===== src/rtl/stream_mux_pkg.sv =====
// stream_mux_pkg: shared constants and helpers for stream_mux_rr
package stream_mux_pkg;
   localparam int DEFAULT_WIDTH = 64;
   localparam int MAX_N = 16;
   function automatic int src_w(input int n);
      return (n < 2) ? 1 : $clog2(n);
   endfunction
endpackage


===== src/rtl/stream_mux_rr_arbiter.sv =====
// rr_arbiter: one-hot grant, lowest-index or round-robin search starting at ptr
module rr_arbiter import stream_mux_pkg::*; #(
   parameter int N = 2,
   localparam int SW = src_w(N)
) (
   input  logic [N-1:0]  req,
   input  logic [SW-1:0] ptr,
   input  logic          rr_en,
   output logic [N-1:0]  grant,
   output logic [SW-1:0] idx
);
   logic [SW-1:0] c;
   logic found;
   always_comb begin
      grant = '0;
      idx = '0;
      found = 1'b0;
      c = '0;
      for (int k = 0; k < N; k++) begin
         c = rr_en ? SW'((int'(ptr) + k) % N) : SW'(k);
         if (!found && req[c]) begin
            found = 1'b1;
            grant[c] = 1'b1;
            idx = c;
         end
      end
   end
endmodule


===== src/rtl/stream_mux_rr.sv =====
// stream_mux_rr: N-to-1 stream mux, registered output stage, fixed or round-robin arbitration.
// Define STREAM_MUX_PKT_LOCK_EN to hold the grant on one channel until its in_last beat.
module stream_mux_rr import stream_mux_pkg::*; #(
   parameter int WIDTH = DEFAULT_WIDTH,
   parameter int N = 2,
   localparam int SW = src_w(N)
) (
   input  logic               clk,
   input  logic               rst_n,
   input  logic [N*WIDTH-1:0] in_data,
   input  logic [N-1:0]       in_valid,
   input  logic [N-1:0]       in_last,
   output logic [N-1:0]       in_ready,
   input  logic               rr_en,
   output logic [WIDTH-1:0]   out_data,
   output logic               out_last,
   output logic [SW-1:0]      out_src,
   output logic               out_valid,
   input  logic               out_ready
);
   logic [N-1:0] req, grant;
   logic [SW-1:0] idx, ptr, ptr_nxt;
   logic load_en, acc;
   assign load_en = !out_valid || out_ready;
   assign in_ready = (load_en && rst_n) ? grant : '0;
   assign acc = load_en && |grant;
   assign ptr_nxt = (idx == SW'(N - 1)) ? '0 : idx + 1'b1;
   rr_arbiter #(.N(N)) u_arb (
      .req(req),
      .ptr(ptr),
      .rr_en(rr_en),
      .grant(grant),
      .idx(idx)
   );
`ifdef STREAM_MUX_PKT_LOCK_EN
   logic lock;
   logic [SW-1:0] lock_src;
   // while locked only the owning channel may request, so rr_en has no effect
   assign req = lock ? (in_valid & (N'(1) << lock_src)) : in_valid;
   always_ff @(posedge clk or negedge rst_n)
      if (!rst_n) begin
         lock <= 1'b0;
         lock_src <= '0;
         ptr <= '0;
      end else if (acc) begin
         lock <= !in_last[idx];
         lock_src <= idx;
         if (in_last[idx]) ptr <= ptr_nxt;
      end
`else
   assign req = in_valid;
   always_ff @(posedge clk or negedge rst_n)
      if (!rst_n) ptr <= '0;
      else if (acc) ptr <= ptr_nxt;
`endif
   always_ff @(posedge clk or negedge rst_n)
      if (!rst_n) begin
         out_valid <= 1'b0;
         out_last <= 1'b0;
         out_data <= '0;
         out_src <= '0;
      end else begin
         if (load_en) out_valid <= acc;
         if (acc) begin
            out_data <= in_data[int'(idx)*WIDTH +: WIDTH];
            out_last <= in_last[idx];
            out_src <= idx;
         end
      end
endmodule


===== config.mk =====
export PLATFORM = sky130hd
export DESIGN_NAME = stream_mux_rr
export DESIGN_NICKNAME = d
export VERILOG_FILES = /design/src/rtl/stream_mux_pkg.sv /design/src/rtl/stream_mux_rr_arbiter.sv /design/src/rtl/stream_mux_rr.sv
export SDC_FILE = /design/constraint.sdc
export NUM_CORES = 1
export LEC_CHECK = 0
export ABC_AREA = 1
export BUFFER_PORTS_ARGS = -buffer_cell sky130_fd_sc_hd__buf_2
export CORE_MARGIN = 3
export CORE_UTILIZATION = 35
export DETAILED_ROUTE_END_ITERATION = 7
export GPL_TIMING_DRIVEN = 0
export MAX_ROUTING_LAYER = met4
export PLACE_DENSITY = 0.65
export SLEW_MARGIN = 20
export SYNTH_ARGS = -nofsm -noshare
export SYNTH_HDL_FRONTEND = slang
export SYNTH_SLANG_ARGS = --single-unit
export TNS_END_PERCENT = 1

===== constraint.sdc =====
create_clock -name clk -period 1.55 [get_ports clk]
set_input_delay 0.31 -clock clk [delete_from_list [all_inputs] [get_ports clk]]
set_output_delay 0.31 -clock clk [all_outputs]
set_load 0.1 [all_outputs]

==> flow_summary_export.csv, run 1 <==
group,metric,value,unit
power,finalPower,7.138,mW
layout,layout.cells.most_common,"buf_2",
setup_path,critPathMaxFanout,3,
worst_hold_path,hp-class,"primary input to async pin",
floorplan,ios,205,
floorplan,chipHeight,111.3,um
layout,num-nets-final,938,
sta,finalHoldViolations,0,
synth,synth_cells,577,
drt,drc_errors,0,
sta,fin_crit,1.693,ns
synth,yosys-mux-area-fraction,0,%
sta,min_period_over_period,109.2,%
sta,final.setup.worst_slack,-0.1427,ns
global_routing,grt-ovfl-total,0,
power,seqPwrFrac,31.3,%
cts,clock-root-buffer,"clkbuf_8",
cts,cts.sinks,68,
setup_path,crit_buf_inv,2,
power,internal_power,3.450,mW
cts,cts_max_level,3,
layout,syn2layout_area_growth,41.53,%
synth,synth_cell_types,13,
drt,routed_wl,11990,um
synth,synth_compound_area_share,0.1936,%
sta,setup_viol_count_final,2,
power,switchingPower,3.688,mW
setup_path,cp.required,1.24,ns
power,vdd_drop_max,0.5889,mV
setup_path,cpPeakStageDelay,0.40,ns
sta,rsz0062_at_grt,"true",
setup_path,arrival,1.38,ns
status,status,"finished with violations",
sta,max_clock_freq,0.5908,GHz
cts,cts_max_path_buffers,2,
placed_design,dp_hpwl,9020,um
synth,avgSynthCellArea,6.720,um2
global_routing,grt_pass1_vias,4205,
synth,synthSimpleGateAreaFrac,37.17,%
drt,wl_per_cell,12.71,um
drt,first_pass_iters,4,
power,p_sw_share,51.66,%
setup_path,cp_top_family,"flip-flops",
layout,post-route-util,51.99,%
global_routing,grt_start_max_net_pins,36,
sta,slew_viol_final,0,
drt,postRouteAntennaNets,0,
power,powerDensity,1301,nW/um2
layout,fill_cells,1090,
synth,synth_area,3877,um2
cts,cts_made_buffers,9,
synth,synth_top_family_by_area,"simple AND/OR/NAND/NOR gates",
setup_path,crit_path_top_delay_cell,"dfrtp_1",
placed_design,gp_congestion,0.9007,
placed_design,portBuffers,204,
synth,yosys_warnings,0,
layout,final_cell_mix,"217 x buf_2, 199 x nand2_1, 132 x inv_1",
setup_path,worstSetupStartpointType,"register",
global_routing,track_usage,20.12,%
power,comb_power_share,49.8,%
floorplan,coreArea,10560,um2
synth,synthXorXnorAreaFrac,0,%
floorplan,dieArea,12380,um2
drt,drtIter0Drc,355,
flow_run,cap_violations,0,
floorplan,die_w,111.3,um
layout,drive_gt1_share,33.58,%
power,pwr-share-clk,18.9,%
floorplan,start_util,36.74,%
floorplan,rows,37,
layout,n_antenna_cell,0,
sta,worst_slew_pin_slew,0.5108,ns
status,violations,"setup timing",
setup_path,path_class,"register to output port",
cts,cts_tree,"built",
synth,ys_seq_area_share,43.89,%
drt,vias_per_cell,4.539,
synth,synthAdderAreaFrac,0,%
power,cellLeakagePower,3.542,nW
global_routing,antenna_found_initial,0,
sta,max-slew-margin-rel,66.18,%
synth,synth_fp_nets,713,
synth,ys_seq_elements,68,
cts,path_clk_slew,0.07,ns
drt,vias,4280,
setup_path,endpoint_kind,"output port",
setup_path,crit_chain,"nand3_2, clkbuf_8, nand2_4, nor3_4, buf_12",
sta,skew,0.007455,ns
global_routing,grt_pass1_wl,20010,um
cts,clk_latency,0.33,ns
-- layer usage --
metal  vias to the layer above  global-route usage [%]  wire [um]
met5                         -                       -          0
met4                         0                   6.894        176
met3                        13                   3.876        899
met2                       184                   32.21       5681
met1                      1923                   25.63       5230
li1                       2160                       -          -
-- cell families (layout without fill, tap and decap cells) --
group	Yosys count	count (layout)
flip-flops	68	68
buffers and inverters	170	400
AND/OR/NAND/NOR	338	338
AO/OA/AOI/OAI	1	1
-- area by class of cell --
| class | count | area, um2 | share of cell area, % |
|---|---|---|---|
| buffer | 35 | 244.0 | 4.446 |
| clock buffer | 15 | 176.4 | 3.215 |
| clock inverter | 1 | 5.005 | 0.09120 |
| tap | 136 | 170.2 | 3.101 |
| timing repair buffer | 214 | 1182 | 21.55 |
| multi-input combinational | 339 | 1498 | 27.29 |
| inverter | 135 | 506.7 | 9.234 |
| sequential | 68 | 1705 | 31.08 |
-- stage by stage --
step | std cells | hold slack, ns | TNS [ns] | setup slack [ns] | cell area (um2)
after global routing | 943 | 0.02457 | -1.377 | -0.2028 | 5488
final | 943 | 0.02908 | -0.2589 | -0.1427 | 5488
after floorplan | 577 | 0.01441 | -0.4207 | -0.2562 | 3918
after global placement | 917 | 0.4578 | -18.09 | -1.339 | 5109
after CTS | 942 | 0.01121 | -0.3039 | -0.1550 | 5470
after detailed placement | 918 | 0.2987 | -0.6551 | -0.3697 | 5131
-- registers in the layout, indices dropped and copies added (netlist names) --
name       flops
out_data      64
out_last       1
out_src        1
out_valid      1
ptr            1
-- power by group through the flow --
stage	clock (mW)	combinational (mW)	sequential, mW
after floorplan	0	0.681	4.33
after detailed placement	0	3.51	2.25
after global routing	1.47	3.75	2.26
final	1.35	3.55	2.23
after global placement	0	3.47	2.25
after CTS	1.40	3.57	2.23
-- cell usage after synthesis, drive strengths merged --
master  number  area [um2]
nand2      202       758.2
inv        135       506.7
nand3      131       655.6
dfrtp       68        1702
buf         31       205.2
clkbuf       4       15.01
nor2         4       22.52
nor3         1       5.000
o21a         1       7.510
-- timing repair --
action,4_1_cts,5_1_grt
resized for setup,17,5
setup endpoints to repair,2,34
pin swaps,5,4
setup buffers,5,1
hold buffers,3,0
endpoints found under the hold margin,33,0
-- worst paths after layout --
kind	slack [ns]	depth (start not counted)	from	to
worst max-delay path	-0.14	5	ptr$_DFFE_PN0P_	in_ready[0]
worst min-delay path	0.03	3	rst_n	out_data[14]$_DFFE_PN0P_
worst max register to register	0.07	8	ptr$_DFFE_PN0P_	out_data[40]$_DFFE_PN0P_
worst min register to register	0.48	2	out_data[10]$_DFFE_PN0P_	out_data[10]$_DFFE_PN0P_
max in group asynchronous	1.32	3	rst_n	out_valid$_DFFE_PN0N_
min in group clk	0.27	3	in_valid[1]	out_valid$_DFFE_PN0N_
-- worst register-to-register path, delay by kind of cell, from the launching register on --
family	cells	cell delay [ns]
flip-flops	1	0.37
AND/OR/NAND/NOR	5	0.46
buffers and inverters	3	0.54
Note: power is estimated with default switching activity, not from simulation.
==> run 2, diff against run 1 <==
--- a/config.mk
+++ b/config.mk
@@ -5,14 +5,16 @@
 export SDC_FILE = /design/constraint.sdc
 export NUM_CORES = 1
 export LEC_CHECK = 0
-export ABC_AREA = 1
 export BUFFER_PORTS_ARGS = -buffer_cell sky130_fd_sc_hd__buf_2
+export CELL_PAD_IN_SITES_DETAIL_PLACEMENT = 1
+export CELL_PAD_IN_SITES_GLOBAL_PLACEMENT = 1
 export CORE_MARGIN = 3
-export CORE_UTILIZATION = 35
+export CORE_UTILIZATION = 31
 export DETAILED_ROUTE_END_ITERATION = 7
 export GPL_TIMING_DRIVEN = 0
 export MAX_ROUTING_LAYER = met4
-export PLACE_DENSITY = 0.65
+export PLACE_DENSITY = 0.8
+export REMOVE_ABC_BUFFERS = 1
 export SLEW_MARGIN = 20
 export SYNTH_ARGS = -nofsm -noshare
 export SYNTH_HDL_FRONTEND = slang
==> flow_summary_export.csv, run 2 <==
group,metric,value,unit
worst_hold_path,hp-class,"primary input to async pin",
setup_path,endpoint_kind,"output port",
setup_path,arrival,1.59,ns
drt,drc_errors,0,
layout,drive_gt1_share,43.25,%
setup_path,crit_chain,"a21bo_4, and2_4, buf_12, and3_4, buf_12",
sta,worst_slew_pin_slew,0.8079,ns
layout,final_area,5279,um2
global_routing,grt_start_max_net_pins,71,
layout,syn2layout_area_growth,47.36,%
layout,layout.cells.most_common,"buf_2",
placed_design,gp_congestion,0.7606,
cts,clock-root-buffer,"clkbuf_16",
synth,synth.area.top_cells,"dfrtp_1 48%, o211ai_1 14%, nand4_1 11%",
sta,fin_crit,1.895,ns
setup_path,cpPeakStageDelay,0.41,ns
placed_design,pre_cts_ws,-1.402,ns
placed_design,place_area,4672,um2
drt,first_pass_iters,4,
drt,routed_wl,16270,um
sta,max_clock_freq,0.5276,GHz
floorplan,coreArea,11080,um2
layout,largest_register_ff_count,64,
cts,clk_latency,0.33,ns
synth,ys.flop_type,"dfrtp_1",
layout,seq_area,1704,um2
cts,cts.sinks,68,
cts,cts_max_level,3,
setup_path,critPathMaxFanout,2,
synth,ys_seq_elements,68,
setup_path,crit_path_top_delay_cell,"dfrtp_2",
placed_design,portBuffers,204,
synth,synth_area,3582,um2
setup_path,cp.required,1.24,ns
power,vdd_drop_max,0.5985,mV
synth,avgSynthCellArea,8.955,um2
floorplan,chipHeight,113.5,um
sta,slew_viol_final,0,
layout,multiInputGateArea,1747,um2
cts,cts_tree,"built",
cts,cts_made_buffers,9,
synth,async_flop_share,100.0,%
sta,rsz0062_at_grt,"true",
drt,postRouteAntennaNets,0,
placed_design,dp_hpwl,9120,um
setup_path,critPathMostFrequentCell,"buf_12",
synth,synth_cell_types,20,
global_routing,track_usage,25.61,%
floorplan,dieArea,12880,um2
synth,yosys-top-cells-count,"68 x dfrtp_1, 66 x nand3_1, 65 x nand4_1, 65 x o211ai_1, 65 x o21ai_0",
floorplan,die_w,113.5,um
drt,drtIter0Drc,468,
synth,synth_edf_count,0,
layout,final_cell_mix,"200 x buf_2, 66 x dfrtp_1, 65 x nand3_1, 65 x nand4_1, 65 x o211ai_1",
synth,yosys_warnings,0,
layout,regMostFlops,"out_data",
sta,setup_viol_count_final,49,
sta,max-slew-margin-rel,46.14,%
global_routing,grt-ovfl-total,0,
global_routing,grt_pass1_wl,25210,um
global_routing,grt_pass1_vias,4542,
synth,synth_top_area_share,47.50,%
synth,ys_seq_area_share,47.50,%
floorplan,rows,38,
global_routing,antenna_found_initial,0,
sta,skew,0.007741,ns
power,powerDensity,1487,nW/um2
synth,synth_cells,400,
drt,vias_per_cell,5.941,
layout,num-nets-final,717,
layout,post-route-util,47.65,%
layout,n_antenna_cell,0,
setup_path,path_class,"register to output port",
synth,synthMostInstantiatedCell,"dfrtp_1",
sta,holdWs,-0.04278,ns
drt,wl_per_cell,22.45,um
status,violations,"hold timing, setup timing",
cts,path_clk_slew,0.05,ns
floorplan,ios,205,
drt,vias,4307,
synth,synth_area_leader_cell,"dfrtp_1",
sta,final.setup.worst_slack,-0.3452,ns
floorplan,start_util,32.34,%
setup_path,worstSetupStartpointType,"register",
cts,cts_max_path_buffers,2,
layout,fill_cells,1332,
power,cellLeakagePower,2.365,nW
status,status,"finished with violations",
flow_run,cap_violations,0,
sta,finalHoldViolations,35,
sta,min_period_over_period,122.3,%
run 2: cell count changes after synthesis, moves of 2 or more:
cell | before | now
o21ai_0 | 0 | 65
buf_6 | 6 | 4
nand3_1 | 131 | 66
clkbuf_1 | 4 | 37
nor2_1 | 3 | 1
buf_1 | 0 | 13
buf_2 | 20 | 4
inv_1 | 134 | 0
nand2_1 | 202 | 2
nand4_1 | 0 | 65
buf_4 | 5 | 0
o211ai_1 | 0 | 65
a21oi_1 | 0 | 2
run 2: worst paths after layout:
path                                        from                  endpoint  slack (ns)  cells past startpoint
min in group clk                     in_data[51]  out_data[51]$_DFFE_PN0P_        0.24                      3
hold reg to reg              out_src$_DFFE_PN0P_       out_src$_DFFE_PN0P_        0.51                      1
setup / recovery                 ptr$_DFFE_PN0P_               in_ready[1]       -0.35                      5
max in group asynchronous                  rst_n  out_data[44]$_DFFE_PN0P_        1.02                      2
setup reg to reg           out_valid$_DFFE_PN0N_  out_data[52]$_DFFE_PN0P_       -0.18                      4
hold / removal                             rst_n  out_data[52]$_DFFE_PN0P_       -0.04                      1
run 2: logic make-up after synthesis:
group	after synthesis	share of synthesized area, %
AOI/OAI and AO/OA	135	23.68
buffers and inverters	58	7.055
DFF	68	47.50
and+or+nand+nor	139	21.76
run 2: metal layers:
layer  track usage [%]  part of all wire (%)
met1             32.05                    41
met4             9.215                  0.82
met2             42.56                    51
met3             3.395                   7.5
met5                 -                     0
run 2: critical path: cells and delay by family (launching register included):
kind | cells | cell delay (ns)
simple gates | 2 | 0.35
compound gates | 1 | 0.22
buf+inv | 2 | 0.28
flops | 1 | 0.41
run 2: power breakdown:
group          switching (mW)  internal (mW)
clock network           0.747           1.25
registers               0.154           2.07
logic                    2.95          0.689
total                    3.85           4.00
run 2: what timing repair did:
action / in CTS / in global routing
cloned: 8 / 0
endpoints found under the hold margin: 35 / 0
pin swaps: 2 / 2
setup buffers: 7 / 4
setup endpoints to repair: 70 / 68
resized for setup: 46 / 9
run 2: cell type report:
cell class / instances / share of cell area [%]
Clock buffer: 14 / 5.380
Tap cell: 140 / 3.318
Timing Repair Buffer: 223 / 25.84
Multi-Input combinational cell: 279 / 33.09
Clock inverter: 1 / 0.09481
Sequential cell: 68 / 32.28
run 2: stage by stage:
stage / setup TNS [ns] / total power, mW / cells / hold slack (ns)
6_report: -5.325 / 7.848 / 725 / -0.04278
4_1_cts: -5.859 / 7.869 / 721 / -0.02923
3_3_place_gp: -234.09 / 5.593 / 686 / 0.4948
5_1_grt: -11.45 / 8.157 / 725 / 0.0009980
3_5_place_dp: -48.56 / 5.692 / 691 / 0.3199
2_1_floorplan: -159.00 / 4.850 / 342 / 0.01441
==> run 3, diff against run 2 <==
--- a/config.mk
+++ b/config.mk
@@ -9,12 +9,13 @@
 export CELL_PAD_IN_SITES_DETAIL_PLACEMENT = 1
 export CELL_PAD_IN_SITES_GLOBAL_PLACEMENT = 1
 export CORE_MARGIN = 3
-export CORE_UTILIZATION = 31
+export CORE_UTILIZATION = 30
 export DETAILED_ROUTE_END_ITERATION = 7
 export GPL_TIMING_DRIVEN = 0
 export MAX_ROUTING_LAYER = met4
-export PLACE_DENSITY = 0.8
+export PLACE_DENSITY = 0.78
 export REMOVE_ABC_BUFFERS = 1
+export SKIP_LAST_GASP = 1
 export SLEW_MARGIN = 20
 export SYNTH_ARGS = -nofsm -noshare
 export SYNTH_HDL_FRONTEND = slang
==> flow_summary_export.csv, run 3 (same netlist as run 2, synthesis figures left out) <==
group,metric,value,unit
drt,vias,4358,
status,status,"finished with violations",
global_routing,antenna_found_initial,0,
sta,worst_slew_pin_slew,0.8736,ns
setup_path,worstSetupStartpointType,"register",
layout,syn2layout_area_growth,47.22,%
power,cellLeakagePower,2.359,nW
layout,num-nets-final,719,
sta,skew,0.004588,ns
sta,fin_crit,1.781,ns
placed_design,pre_cts_ws,-1.170,ns
global_routing,grt_pass1_vias,4519,
setup_path,arrival,1.47,ns
floorplan,rows,39,
layout,n_antenna_cell,0,
floorplan,dieArea,13290,um2
status,violations,"setup timing",
cts,cts.sinks,68,
floorplan,ios,205,
setup_path,endpoint_kind,"output port",
layout,final_area,5274,um2
drt,routed_wl,16470,um
sta,finalHoldViolations,0,
global_routing,grt-ovfl-total,0,
placed_design,dp_hpwl,8936,um
sta,slew_viol_final,0,
setup_path,rr_endpoint,"out_data[47]$_DFFE_PN0P_",
sta,max-slew-margin-rel,41.76,%
layout,regMostFlops,"out_data",
global_routing,grt_start_max_net_pins,71,
placed_design,portBuffers,204,
setup_path,r2r.worst_path.cells,5,
setup_path,critPathMaxFanout,2,
cts,cts_max_path_buffers,2,
global_routing,grt_pass1_wl,24520,um
floorplan,die_w,115.3,um
floorplan,chipHeight,115.3,um
floorplan,coreArea,11560,um2
power,powerDensity,1468,nW/um2
setup_path,path_class,"register to output port",
cts,clock-root-buffer,"clkbuf_16",
global_routing,grtUsageMet1,31.21,%
layout,largest_register_ff_count,64,
placed_design,place_area,4698,um2
floorplan,start_util,30.97,%
global_routing,grt_util_met3,4.474,%
sta,final.setup.worst_slack,-0.2311,ns
power,vdd_drop_max,0.7241,mV
setup_path,reg2reg_from,"out_valid$_DFFE_PN0N_",
sta,rsz0062_at_grt,"true",
sta,setup_viol_count_final,61,
layout,layout.cells.most_common,"buf_2",
setup_path,reg2reg_slack,-0.13,ns
drt,drtIter0Drc,294,
cts,path_clk_slew,0.05,ns
cts,clk_latency,0.33,ns
sta,min_period_over_period,114.9,%
drt,first_pass_iters,4,
placed_design,gp_congestion,0.7476,
cts,cts_tree,"built",
drt,postRouteAntennaNets,0,
worst_hold_path,hp-class,"primary input to async pin",
drt,drc_errors,0,
flow_run,cap_violations,0,
cts,cts_made_buffers,9,
layout,drive_gt1_share,43.27,%
layout,final_cell_mix,"200 x buf_2, 66 x dfrtp_1",
global_routing,track_usage,24.27,%
global_routing,grt_busiest_layer,"met2",
sta,max_clock_freq,0.5614,GHz
drt,wl_per_cell,22.56,um
global_routing,grt_use_met2,39.04,%
cts,cts_max_level,3,
setup_path,cp.required,1.24,ns
drt,vias_per_cell,5.970,
-- run 3: cell count changes in the layout (fill, tap and decap cells not counted), sizes merged --
cell / change
buf: +2
clkbuf: -1
bufbuf: -1
or2: +1
clkinv: +1
-- run 3: worst max path at each step --
stage	start	to	slack (ns)	depth (start not counted)
5_1_grt	ptr$_DFFE_PN0P_	in_ready[1]	-0.27	4
2_1_floorplan	out_valid$_DFFE_PN0N_	in_ready[0]	-3.76	3
3_3_place_gp	out_ready	in_ready[0]	-3.50	5
4_1_cts	out_valid$_DFFE_PN0N_	in_ready[0]	-0.25	5
6_report	ptr$_DFFE_PN0P_	in_ready[1]	-0.23	4
3_5_place_dp	in_valid[0]	in_ready[1]	-1.17	5
-- run 3: layer usage --
layer  wire length, um  share of wire [%]
met5                 0                  0
met4               337                2.0
met3              1080                6.6
met2              7935                 48
met1              7112                 43
-- run 3: power by group --
part           total, mW  switching, mW  leakage [nW]  internal [mW]
clock               1.91          0.751         0.135           1.16
sequential          2.21          0.149         0.820           2.07
combinational       3.62           2.95          1.40          0.670
-- run 3: metrics by stage --
step / util (%) / instances / setup TNS (ns) / power (mW) / hold slack, ns
6_report: 45.60 / 730 / -4.754 / 7.740 / 0.03800
3_3_place_gp: 39.16 / 689 / -235.70 / 5.597 / 0.4787
5_1_grt: 45.60 / 730 / -9.573 / 8.026 / 0.04714
3_5_place_dp: 40.63 / 695 / -50.62 / 5.701 / 0.3086
2_1_floorplan: - / 342 / -159.00 / 4.850 / 0.01441
4_1_cts: 44.79 / 725 / -7.938 / 7.752 / -0.1216
-- run 3: what timing repair did --
item,in CTS,in global routing
resized for setup,12,5
pin swaps,1,1
setup buffers,8,1
setup endpoints to repair,70,70
endpoints found under the hold margin,35,35
cloned,7,1
-- run 3: worst max-delay path: stages (launching register included) --
cell	delay (ns)
dfrtp_2	0.41
a21bo_4	0.23
and2_4	0.16
and3_4	0.18
buf_12	0.16
-- run 3: cell type report --
type / instances / area, um2
Multi-Input combinational cell: 280 / 1739
Fill cell: 1387 / 6291
Clock buffer: 13 / 260.3
Timing Repair Buffer: 224 / 1381
Sequential cell: 68 / 1704
Clock inverter: 2 / 10.01
Tap cell: 143 / 178.9
